--- src/rtl/int_ctrl_pkg.sv ---
// int_ctrl_pkg: shared types and constants for the interrupt controller.
// Holds the FSM state encoding, register addresses and the ID width helper.
package int_ctrl_pkg;

   typedef enum logic [1:0] {
      IDLE    = 2'b00,
      ASSERT  = 2'b01,
      SERVICE = 2'b10
   } state_t;

   localparam logic [1:0] ADDR_ENABLE  = 2'd0;
   localparam logic [1:0] ADDR_PENDING = 2'd1;
   localparam logic [1:0] ADDR_SWINT   = 2'd2;
   localparam logic [1:0] ADDR_STATUS  = 2'd3;

   function automatic int id_width(input int n);
      return (n > 1) ? $clog2(n) : 1;
   endfunction

endpackage

--- src/rtl/int_ctrl_if.sv ---
// int_ctrl_if: config bus plus core claim/complete handshake.
// master = core side (drives cfg_*, int_ack, int_done); slave = controller.
interface int_ctrl_if #(
   parameter int NUM_SRC = 8
);
   import int_ctrl_pkg::*;

   localparam int ID_W = id_width(NUM_SRC);

   logic            cfg_we;
   logic [1:0]      cfg_addr;
   logic [31:0]     cfg_wdata;
   logic [31:0]     cfg_rdata;
   logic            int_ack;
   logic            int_done;
   logic            ext_int;
   logic            sw_int;
   logic [ID_W-1:0] int_id;

   modport master (
      output cfg_we, cfg_addr, cfg_wdata,
      output int_ack, int_done,
      input  cfg_rdata, ext_int, sw_int, int_id
   );

   modport slave (
      input  cfg_we, cfg_addr, cfg_wdata,
      input  int_ack, int_done,
      output cfg_rdata, ext_int, sw_int, int_id
   );

endinterface

--- src/rtl/int_ctrl_prio_enc.sv ---
// int_prio_enc: lowest-index-first priority encoder.
// Ports: req (request vector) -> any (some bit set), id (winning index).
module int_prio_enc
   import int_ctrl_pkg::*;
#(
   parameter int NUM_SRC = 8,
   parameter int ID_W    = id_width(NUM_SRC)
) (
   input  logic [NUM_SRC-1:0] req,
   output logic               any,
   output logic [ID_W-1:0]    id
);

   // Scan from the top down so the lowest set index is written last.
   always_comb begin
      any = 1'b0;
      id  = '0;
      for (int i = NUM_SRC - 1; i >= 0; i--) begin
         if (req[i]) begin
            any = 1'b1;
            id  = ID_W'(i);
         end
      end
   end

endmodule

--- src/rtl/int_ctrl.sv ---
// int_ctrl: pending/enable interrupt controller with claim/complete FSM.
// Ports: clk, reset_n, irq_src, global_en, bus (int_ctrl_if.slave).
// Macro INT_CTRL_EDGE_EN selects rising-edge capture (default: level).
module int_ctrl
   import int_ctrl_pkg::*;
#(
   parameter int NUM_SRC = 8
) (
   input  logic               clk,
   input  logic               reset_n,
   input  logic [NUM_SRC-1:0] irq_src,
   input  logic               global_en,
   int_ctrl_if.slave          bus
);

   localparam int ID_W = id_width(NUM_SRC);

   state_t             state, state_nx;
   logic [ID_W-1:0]    sel_id, sel_nx;
   logic [ID_W-1:0]    int_id, int_id_nx;
   logic [NUM_SRC-1:0] enable, pending;
   logic [NUM_SRC-1:0] capture, cand, clr;
   logic               swint, any, claim;
   logic [ID_W-1:0]    cand_id;

`ifdef INT_CTRL_EDGE_EN
   logic [NUM_SRC-1:0] irq_q;

   always_ff @(posedge clk or negedge reset_n) begin
      if (!reset_n) irq_q <= '0;
      else          irq_q <= irq_src;
   end

   assign capture = irq_src & ~irq_q;
`else
   assign capture = irq_src;
`endif

   assign cand = pending & enable;

   int_prio_enc #(
      .NUM_SRC(NUM_SRC),
      .ID_W   (ID_W)
   ) u_enc (
      .req(cand),
      .any(any),
      .id (cand_id)
   );

   always_comb begin
      state_nx  = state;
      sel_nx    = sel_id;
      int_id_nx = int_id;
      claim     = 1'b0;
      case (state)
         IDLE: begin
            if (any && global_en) begin
               state_nx = ASSERT;
               sel_nx   = cand_id;
            end
         end
         ASSERT: begin
            // Track the candidate so a higher priority arrival preempts.
            sel_nx = cand_id;
            if (!any || !global_en) begin
               state_nx = IDLE;
            end else if (bus.int_ack) begin
               claim     = 1'b1;
               int_id_nx = sel_id;
               state_nx  = SERVICE;
            end
         end
         SERVICE: begin
            if (bus.int_done) state_nx = IDLE;
         end
         default: state_nx = IDLE;
      endcase
   end

   always_ff @(posedge clk or negedge reset_n) begin
      if (!reset_n) begin
         state  <= IDLE;
         sel_id <= '0;
         int_id <= '0;
      end else begin
         state  <= state_nx;
         sel_id <= sel_nx;
         int_id <= int_id_nx;
      end
   end

   // Clear sources: W1C write and claim; capture overrides both.
   always_comb begin
      clr = NUM_SRC'(claim) << sel_id;
      if (bus.cfg_we && bus.cfg_addr == ADDR_PENDING)
         clr = clr | bus.cfg_wdata[NUM_SRC-1:0];
   end

   always_ff @(posedge clk or negedge reset_n) begin
      if (!reset_n) begin
         enable  <= '0;
         pending <= '0;
         swint   <= 1'b0;
      end else begin
         pending <= (pending & ~clr) | capture;
         if (bus.cfg_we && bus.cfg_addr == ADDR_ENABLE)
            enable <= bus.cfg_wdata[NUM_SRC-1:0];
         if (bus.cfg_we && bus.cfg_addr == ADDR_SWINT)
            swint <= bus.cfg_wdata[0];
      end
   end

   always_comb begin
      bus.cfg_rdata = '0;
      case (bus.cfg_addr)
         ADDR_ENABLE:  bus.cfg_rdata = 32'(enable);
         ADDR_PENDING: bus.cfg_rdata = 32'(pending);
         ADDR_SWINT:   bus.cfg_rdata = 32'(swint);
         ADDR_STATUS:  bus.cfg_rdata = 32'({state,
                                             state == SERVICE,
                                             state == ASSERT});
         default:      bus.cfg_rdata = '0;
      endcase
   end

   assign bus.ext_int = (state == ASSERT);
   assign bus.sw_int  = swint & global_en;
   assign bus.int_id  = int_id;

endmodule

--- src/flat_wrapper.sv ---
// flat-port wrapper written by rule: the top's interface ports become plain ports
module int_ctrl_flat import int_ctrl_pkg::*;
#(
   parameter int NUM_SRC = 8
)
  (clk, reset_n, irq_src, global_en, bus_cfg_we, bus_cfg_addr, bus_cfg_wdata, bus_int_ack, bus_int_done, bus_cfg_rdata, bus_ext_int, bus_sw_int, bus_int_id);
  int_ctrl_if #(.NUM_SRC(NUM_SRC)) bus_i ();
  input  logic clk;
  input  logic reset_n;
  input  logic [NUM_SRC-1:0] irq_src;
  input  logic global_en;
  input wire logic [$bits(bus_i.cfg_we)-1:0] bus_cfg_we;
  input wire logic [$bits(bus_i.cfg_addr)-1:0] bus_cfg_addr;
  input wire logic [$bits(bus_i.cfg_wdata)-1:0] bus_cfg_wdata;
  input wire logic [$bits(bus_i.int_ack)-1:0] bus_int_ack;
  input wire logic [$bits(bus_i.int_done)-1:0] bus_int_done;
  output wire logic [$bits(bus_i.cfg_rdata)-1:0] bus_cfg_rdata;
  output wire logic [$bits(bus_i.ext_int)-1:0] bus_ext_int;
  output wire logic [$bits(bus_i.sw_int)-1:0] bus_sw_int;
  output wire logic [$bits(bus_i.int_id)-1:0] bus_int_id;
  assign bus_i.cfg_we = bus_cfg_we;
  assign bus_i.cfg_addr = bus_cfg_addr;
  assign bus_i.cfg_wdata = bus_cfg_wdata;
  assign bus_i.int_ack = bus_int_ack;
  assign bus_i.int_done = bus_int_done;
  assign bus_cfg_rdata = bus_i.cfg_rdata;
  assign bus_ext_int = bus_i.ext_int;
  assign bus_sw_int = bus_i.sw_int;
  assign bus_int_id = bus_i.int_id;
  int_ctrl #(.NUM_SRC(NUM_SRC)) u_core (.clk(clk), .reset_n(reset_n), .irq_src(irq_src), .global_en(global_en), .bus(bus_i));
endmodule
--- config.mk ---
export PLATFORM = sky130hd
export DESIGN_NAME = int_ctrl_flat
export DESIGN_NICKNAME = d
export VERILOG_FILES = /design/src/rtl/int_ctrl_pkg.sv /design/src/rtl/int_ctrl_if.sv /design/src/rtl/int_ctrl_prio_enc.sv /design/src/rtl/int_ctrl.sv /design/src/flat_wrapper.sv
export SDC_FILE = /design/constraint.sdc
export NUM_CORES = 1
export LEC_CHECK = 0
export BUFFER_PORTS_ARGS = -buffer_cell sky130_fd_sc_hd__buf_2
export CAP_MARGIN = 20
export CORE_UTILIZATION = 46
export CTS_BUF_LIST = sky130_fd_sc_hd__clkbuf_8
export DETAILED_ROUTE_END_ITERATION = 8
export PLACE_DENSITY = 0.82
export SKIP_LAST_GASP = 1
export SLEW_MARGIN = 15
export SYNTH_ARGS = -nofsm -noshare
export SYNTH_HDL_FRONTEND = slang
export SYNTH_HIERARCHICAL = 1
export SYNTH_SLANG_ARGS = --single-unit
--- constraint.sdc ---
create_clock -name clk -period 2.4 [get_ports clk]
set_clock_uncertainty 0.1 [all_clocks]
set_input_delay 0.36 -clock clk [delete_from_list [all_inputs] [get_ports clk]]
set_output_delay 0.36 -clock clk [all_outputs]
set_load 0.02 [all_outputs]
==> impl_metrics.json, run 1 <==
{
  "hold_class": "in -> reg",
  "first_global_vias": 1148,
  "die-area_um2": 3620,
  "rr_worst_depth": 6,
  "overflow": 0,
  "grtUsageTotal_pct": 19.3,
  "final_layout_size_suffix_gt1_share_pct": 34.8,
  "cts_tree": "built",
  "maxCapViolCount": 0,
  "wl_per_cell_um": 13.6,
  "slew_violations": 0,
  "yosysTopAreaCell": "dfrtp_1",
  "synthArstFlopShare_pct": 100,
  "cp_slowest_stage_delay_ns": 0.47,
  "die_w_um": 60.2,
  "yosysSeqAreaShare_pct": 40.2,
  "num_antenna_cells": 0,
  "drt_first_pass_iters": 4,
  "rows": 20,
  "instances_no_fill": 231,
  "clk_latency_ns": 0.26,
  "post-route-drc-count": 0,
  "wl_met2_mm": 1.54,
  "cts_htree_levels": 1,
  "min_period_over_period_pct": 87.7,
  "rsz0062_at_grt": "no",
  "die_h_um": 60.2,
  "cts.sinks": 25,
  "grt_max_degree": 26,
  "synth_edf_count": 0,
  "period_minus_slack_ns": 2.10,
  "crit_slowest_cell": "mux4_1",
  "syn-instance-count": 150,
  "yosys_warnings": 6,
  "cp_max_fo": 7,
  "cts-root-buf": "clkbuf_8",
  "wl_met1_mm": 1.36,
  "syn_area_per_cell_um2": 10.4,
  "dp_cells": 226,
  "max-clock-path-buffers": 2,
  "grt_pass1_wl_mm": 5.08,
  "vias_per_cell": 5.13,
  "worst-endpoint-arrival_ns": 1.64,
  "final.setup.tns_ns": 0,
  "status": "finished clean",
  "ys_types": 36,
  "ir_drop_uv": 542,
  "final_cell_mix": "buf_2 (36), dfrtp_1 (25), conb_1 (24)",
  "area_delta_synth_final_pct": 11.7,
  "cts_resized": 0,
  "io_buffers": 36,
  "antenna_found_initial": 0,
  "finalSetupViolCount": 0,
  "drt_iter0_markers": 44,
  "power_leakage_nw": 0.795,
  "layout_commonest_cell": "buf_2",
  "core_um2": 3130,
  "rrSetupSlack_ns": 0.35,
  "routed.top_layer": "met4",
  "final_design_area_no_fill_um2": 1740,
  "synth_area_um2": 1560,
  "synth-main-ff-cell": "dfrtp_1",
  "clk_pin_slew_ns": 0.08,
  "place_area_um2": 1690,
  "synth_top_area_share_pct": 40.2,
  "crit_type": "reg -> out",
  "numCtsBuffers": 3,
  "endpoint_kind": "primary output",
  "required_ns": 1.94,
  "hold_viol": 0,
  "vias": 1184,
  "whs_path_depth": 2,
  "clock.fmax_mhz": 475,
  "initial_core_util_pct": 49.8,
  "start_kind": "flip-flop",
  "slew_headroom_pct": 62.3,
  "nNetsFinal": 236,
  "synth_area_leaders": "dfrtp_1 (40%), buf_4 (12%), mux2_2 (11%), mux2i_1 (4.5%), and2_1 (4.0%)",
  "antenna_left": 0,
  "tightest_slew_ns": 0.565,
  "ys_seq_elements": 25,
  "path_cells": "and2b_2 -> mux4_1 -> buf_2",
  "num_io_pins": 85,
  "wl_mm": 3.15,
  "dp_hpwl_mm": 2.40,
  "dr_wl_met3_um": 215,
  "cellPowerDensity_nw_per_um2": 697,
  "routabilityCongestion": 0.841
}
## Yosys cell counts, types with 2 or more instances
library cell   n
dfrtp_1       25
buf_4         24
mux2_2        15
nand2_1       12
and2_1        10
nor2_1         8
mux2i_1        7
a31o_2         6
nand3_1        4
o21ai_0        3
a211oi_1       2
a21oi_1        2
a31o_1         2
buf_2          2
inv_1          2
nand3b_1       2
nand4_1        2
nor2b_1        2
o21bai_1       2
or3_1          2
## layer usage
metal / global-route usage [%] / vias up
met5: 0 / -
met4: 5.98 / 0
met3: 5.63 / 6
met2: 32.8 / 56
met1: 23.2 / 566
li1: - / 556
## sequential cells by signal, summed over array words and instances (netlist names)
signal and count:
u_core/enable 8, u_core/pending 8, u_core/bus.int_id 3, u_core/sel_id 3, u_core/state 2, u_core/swint 1
## repair_timing
action | CTS | global route
hold buffers | 1 | 0
endpoints found under the hold margin | 25 | 0
buffers inserted | 0 | 0
## worst paths after layout
path | from | endpoint
max | u_core/state[1] | bus_cfg_rdata[0]
min | bus_int_done | u_core/state[1]
max reg2reg | u_core/enable[5] | u_core/bus.int_id[2]
min reg2reg | u_core/bus.int_id[1] | u_core/bus.int_id[1]
max in group asynchronous | reset_n | u_core/bus.int_id[1]
min in group asynchronous | reset_n | u_core/enable[2]
## cell families after synthesis
| logic type | after synthesis | share of synthesized area [%] |
|---|---|---|
| compound gates | 19 | 9.00 |
| buf+inv | 29 | 12.9 |
| flops | 25 | 40.2 |
| mux | 23 | 17.0 |
| other cells | 1 | 0.241 |
| simple gates | 53 | 20.6 |
## worst max-delay path, delay by kind of cell, from the launching register on
kind          cells  cell delay, ns
buf+inv           1            0.17
flops             1            0.46
mux               1            0.47
simple gates      1            0.27
## report_power, final
part / switching, mW / internal [mW]
combinational: 0.229 / 0.175
sequential: 0.0711 / 0.500
clock: 0.125 / 0.114
total: 0.425 / 0.789
## layout make-up
class	count	area (um2)
fill	284	1390
timing repair buffer	37	190
clock buffer	3	41.3
inverter	2	7.51
tap	44	55.1
clock inverter	1	3.75
multi-input combinational	119	817
sequential	25	626
## stage by stage
| step | setup WS (ns) | power (mW) | hold slack (ns) | utilization (%) |
|---|---|---|---|---|
| 5_1_grt | 0.155 | 1.29 | 0.175 | 55.6 |
| 6_report | 0.296 | 1.21 | 0.172 | 55.6 |
| 3_5_place_dp | 0.352 | 0.982 | 0.287 | 53.9 |
| 4_1_cts | 0.284 | 1.23 | 0.168 | 55.6 |
| 2_1_floorplan | 0.522 | 0.880 | -0.0356 | - |
| 3_3_place_gp | 0.356 | 0.967 | 0.276 | 53.9 |
No activity file was read; power rests on OpenSTA's default activity.
==> run 2, diff against run 1 <==
--- a/config.mk
+++ b/config.mk
@@ -5,12 +5,13 @@
 export SDC_FILE = /design/constraint.sdc
 export NUM_CORES = 1
 export LEC_CHECK = 0
+export ABC_AREA = 1
 export BUFFER_PORTS_ARGS = -buffer_cell sky130_fd_sc_hd__buf_2
 export CAP_MARGIN = 20
-export CORE_UTILIZATION = 46
+export CORE_UTILIZATION = 47
 export CTS_BUF_LIST = sky130_fd_sc_hd__clkbuf_8
 export DETAILED_ROUTE_END_ITERATION = 8
-export PLACE_DENSITY = 0.82
+export PLACE_DENSITY_LB_ADDON = 0.25
 export SKIP_LAST_GASP = 1
 export SLEW_MARGIN = 15
 export SYNTH_ARGS = -nofsm -noshare
==> run 2 against run 1 <==
Compared with the run above: worst hold slack got worse by 0.016 ns; via count increased by 17%; global-route usage decreased by 0.73 points; design area rose by 4.5%; combinational power is 6.2% higher; count of clock-buffer cells in the layout stayed put; non-clock buffer count unchanged; synthesized cell count up 53%; first-iteration DRC count increased by 18%; clock power is 3% higher; setup slack gained 0.38 ns; largest power group unchanged.
==> impl_metrics.json, run 2 <==
{
  "syn_area_per_cell_um2": 7.12,
  "post-route-drc-count": 0,
  "max-clock-path-buffers": 2,
  "grt_util_met3_pct": 2.56,
  "synth_area_leaders": "dfrtp_1 (38%), nand2_1 (18%), buf_4 (12%), inv_1 (9.9%), nand4_1 (3.8%)",
  "tightest_slew_ns": 0.562,
  "syn-instance-count": 229,
  "slew_headroom_pct": 62.5,
  "cts-root-buf": "clkbuf_8",
  "die_h_um": 60.9,
  "synth_top_area_share_pct": 38.3,
  "cts_tree": "built",
  "p_comb_share_pct": 34.6,
  "slew_violations": 0,
  "grt_pass1_wl_mm": 4.84,
  "grt.busiest_layer": "met2",
  "vias": 1380,
  "grt.met2_usage_pct": 28.6,
  "worst-endpoint-arrival_ns": 1.26,
  "status": "finished clean",
  "drt_iter0_markers": 52,
  "clk_pin_slew_ns": 0.08,
  "sw_frac_of_total_pct": 39.6,
  "die_w_um": 60.9,
  "first_global_vias": 1076,
  "final_layout_size_suffix_gt1_share_pct": 18.4,
  "area_delta_synth_final_pct": 11.4,
  "crit_type": "in -> out",
  "endpoint_kind": "primary output",
  "initial_core_util_pct": 48.9,
  "drt_first_pass_iters": 4,
  "period_minus_slack_ns": 1.72,
  "rows": 21,
  "synth_area_um2": 1630,
  "synth_common_cells": "nand2_1 (77), inv_1 (43), buf_4 (25), dfrtp_1 (25), nand3_1 (12)",
  "wl_per_cell_um": 10.5,
  "place_ws_ns": 0.689,
  "yosys_warnings": 6,
  "min_period_over_period_pct": 71.7,
  "largestRegisters": "u_core/enable (8), u_core/pending (8)",
  "layout_commonest_cell": "nand2_1",
  "hold_viol": 0,
  "dp_hpwl_mm": 2.46,
  "yosysMostFrequentCell": "nand2_1",
  "wl_mm": 3.30,
  "grtUsageTotal_pct": 18.5,
  "p_seq_share_pct": 45.7,
  "cellPowerDensity_nw_per_um2": 683,
  "ys_types": 23,
  "p_clk_share_pct": 19.8,
  "yosysSeqAreaShare_pct": 38.3,
  "die-area_um2": 3710,
  "final.setup.tns_ns": 0,
  "numCtsBuffers": 3,
  "antenna_found_initial": 0,
  "synthArstFlopShare_pct": 100,
  "cts_htree_levels": 1,
  "ys_seq_elements": 25,
  "p_switching_uw": 491,
  "start_kind": "input port",
  "p_int_uw": 750,
  "vias_per_cell": 4.41,
  "ir_drop_uv": 379,
  "nNetsFinal": 316,
  "core_um2": 3340,
  "final_cell_mix": "nand2_1 (77), inv_1 (44), buf_2 (36)",
  "grt_max_degree": 26,
  "maxCapViolCount": 0,
  "synth-main-ff-cell": "dfrtp_1",
  "num_antenna_cells": 0,
  "clock.fmax_mhz": 581,
  "antenna_left": 0,
  "final_design_area_no_fill_um2": 1820,
  "finalSetupViolCount": 0,
  "gr-usage-met1_pct": 26.1,
  "routabilityCongestion": 0.832,
  "synth_edf_count": 0,
  "cp_max_fo": 8,
  "required_ns": 1.94,
  "yosysTopAreaCell": "dfrtp_1",
  "hold_class": "in -> reg",
  "clk_latency_ns": 0.27,
  "rsz0062_at_grt": "no",
  "place_area_um2": 1760,
  "num_io_pins": 85,
  "io_buffers": 36,
  "setup_ws_ns": 0.678,
  "cts.sinks": 25,
  "overflow": 0,
  "power_leakage_nw": 1.10
}
-- run 2: cell type report --
type | count | area, um2
clock inverter | 1 | 3.75
tap | 46 | 57.6
multi-input combinational | 156 | 731
fill | 336 | 1520
clock buffer | 3 | 41.3
sequential | 25 | 626
inverter | 45 | 169
timing repair buffer | 37 | 190
-- run 2: what timing repair did --
action                    CTS  global route
buffers inserted            0             0
hold buffers                1             0
resized for setup           0             0
hold endpoints to repair   25             0
-- run 2: per-layer routing --
| layer | part of all wire [%] | up-vias |
|---|---|---|
| met5 | 0 | - |
| met4 | 1.6 | 0 |
| met3 | 4.1 | 5 |
| met2 | 45 | 45 |
| met1 | 49 | 597 |
| li1 | - | 733 |
-- run 2: power by group through the flow --
| stage | logic (mW) | clock network [mW] | registers, mW |
|---|---|---|---|
| 2_1_floorplan | 0.310 | 0 | 0.591 |
| 3_3_place_gp | 0.425 | 0 | 0.571 |
| 3_5_place_dp | 0.427 | 0 | 0.573 |
| 4_1_cts | 0.430 | 0.254 | 0.565 |
| 5_1_grt | 0.479 | 0.276 | 0.576 |
| 6_report | 0.429 | 0.245 | 0.567 |
-- run 2: final timing paths --
path,startpoint,end,slack [ns],depth (start not counted)
max in group asynchronous,reset_n,u_core/bus.int_id[0],1.32,2
worst min-delay path,bus_int_done,u_core/state[1],0.16,2
min in group asynchronous,reset_n,u_core/enable[6],0.50,2
worst max register to register,u_core/pending[7],u_core/sel_id[2],0.68,10
worst min register to register,u_core/bus.int_id[1],u_core/bus.int_id[1],0.40,2
worst max-delay path,bus_cfg_addr[1],bus_cfg_rdata[0],0.68,7
-- run 2: kinds of logic (layout without fill, tap and decap cells) --
| group | after synthesis | in the layout | share of synthesized area (%) |
|---|---|---|---|
| AOI/OAI and AO/OA | 19 | 19 | 7.67 |
| DFF | 25 | 25 | 38.3 |
| buffers and inverters | 71 | 86 | 22.2 |
| and+or+nand+nor | 113 | 113 | 31.6 |
| other | 1 | 24 | 0.230 |
-- run 2: metrics by stage --
stage / hold slack (ns) / power, mW / utilization (%) / cells
final: 0.156 / 1.24 / 54.5 / 313
after global routing: 0.142 / 1.33 / 54.5 / 313
after CTS: 0.149 / 1.25 / 54.5 / 313
after detailed placement: 0.282 / 1.00 / 52.8 / 308
after global placement: 0.287 / 0.996 / 52.8 / 308
after floorplan: -0.0356 / 0.901 / - / 252
-- run 2: critical path, stage by stage --
cell,delay [ns]
buf_2,0.14
inv_1,0.07
nand2_2,0.06
inv_1,0.24
nand2_1,0.09
o2111ai_1,0.10
buf_2,0.19
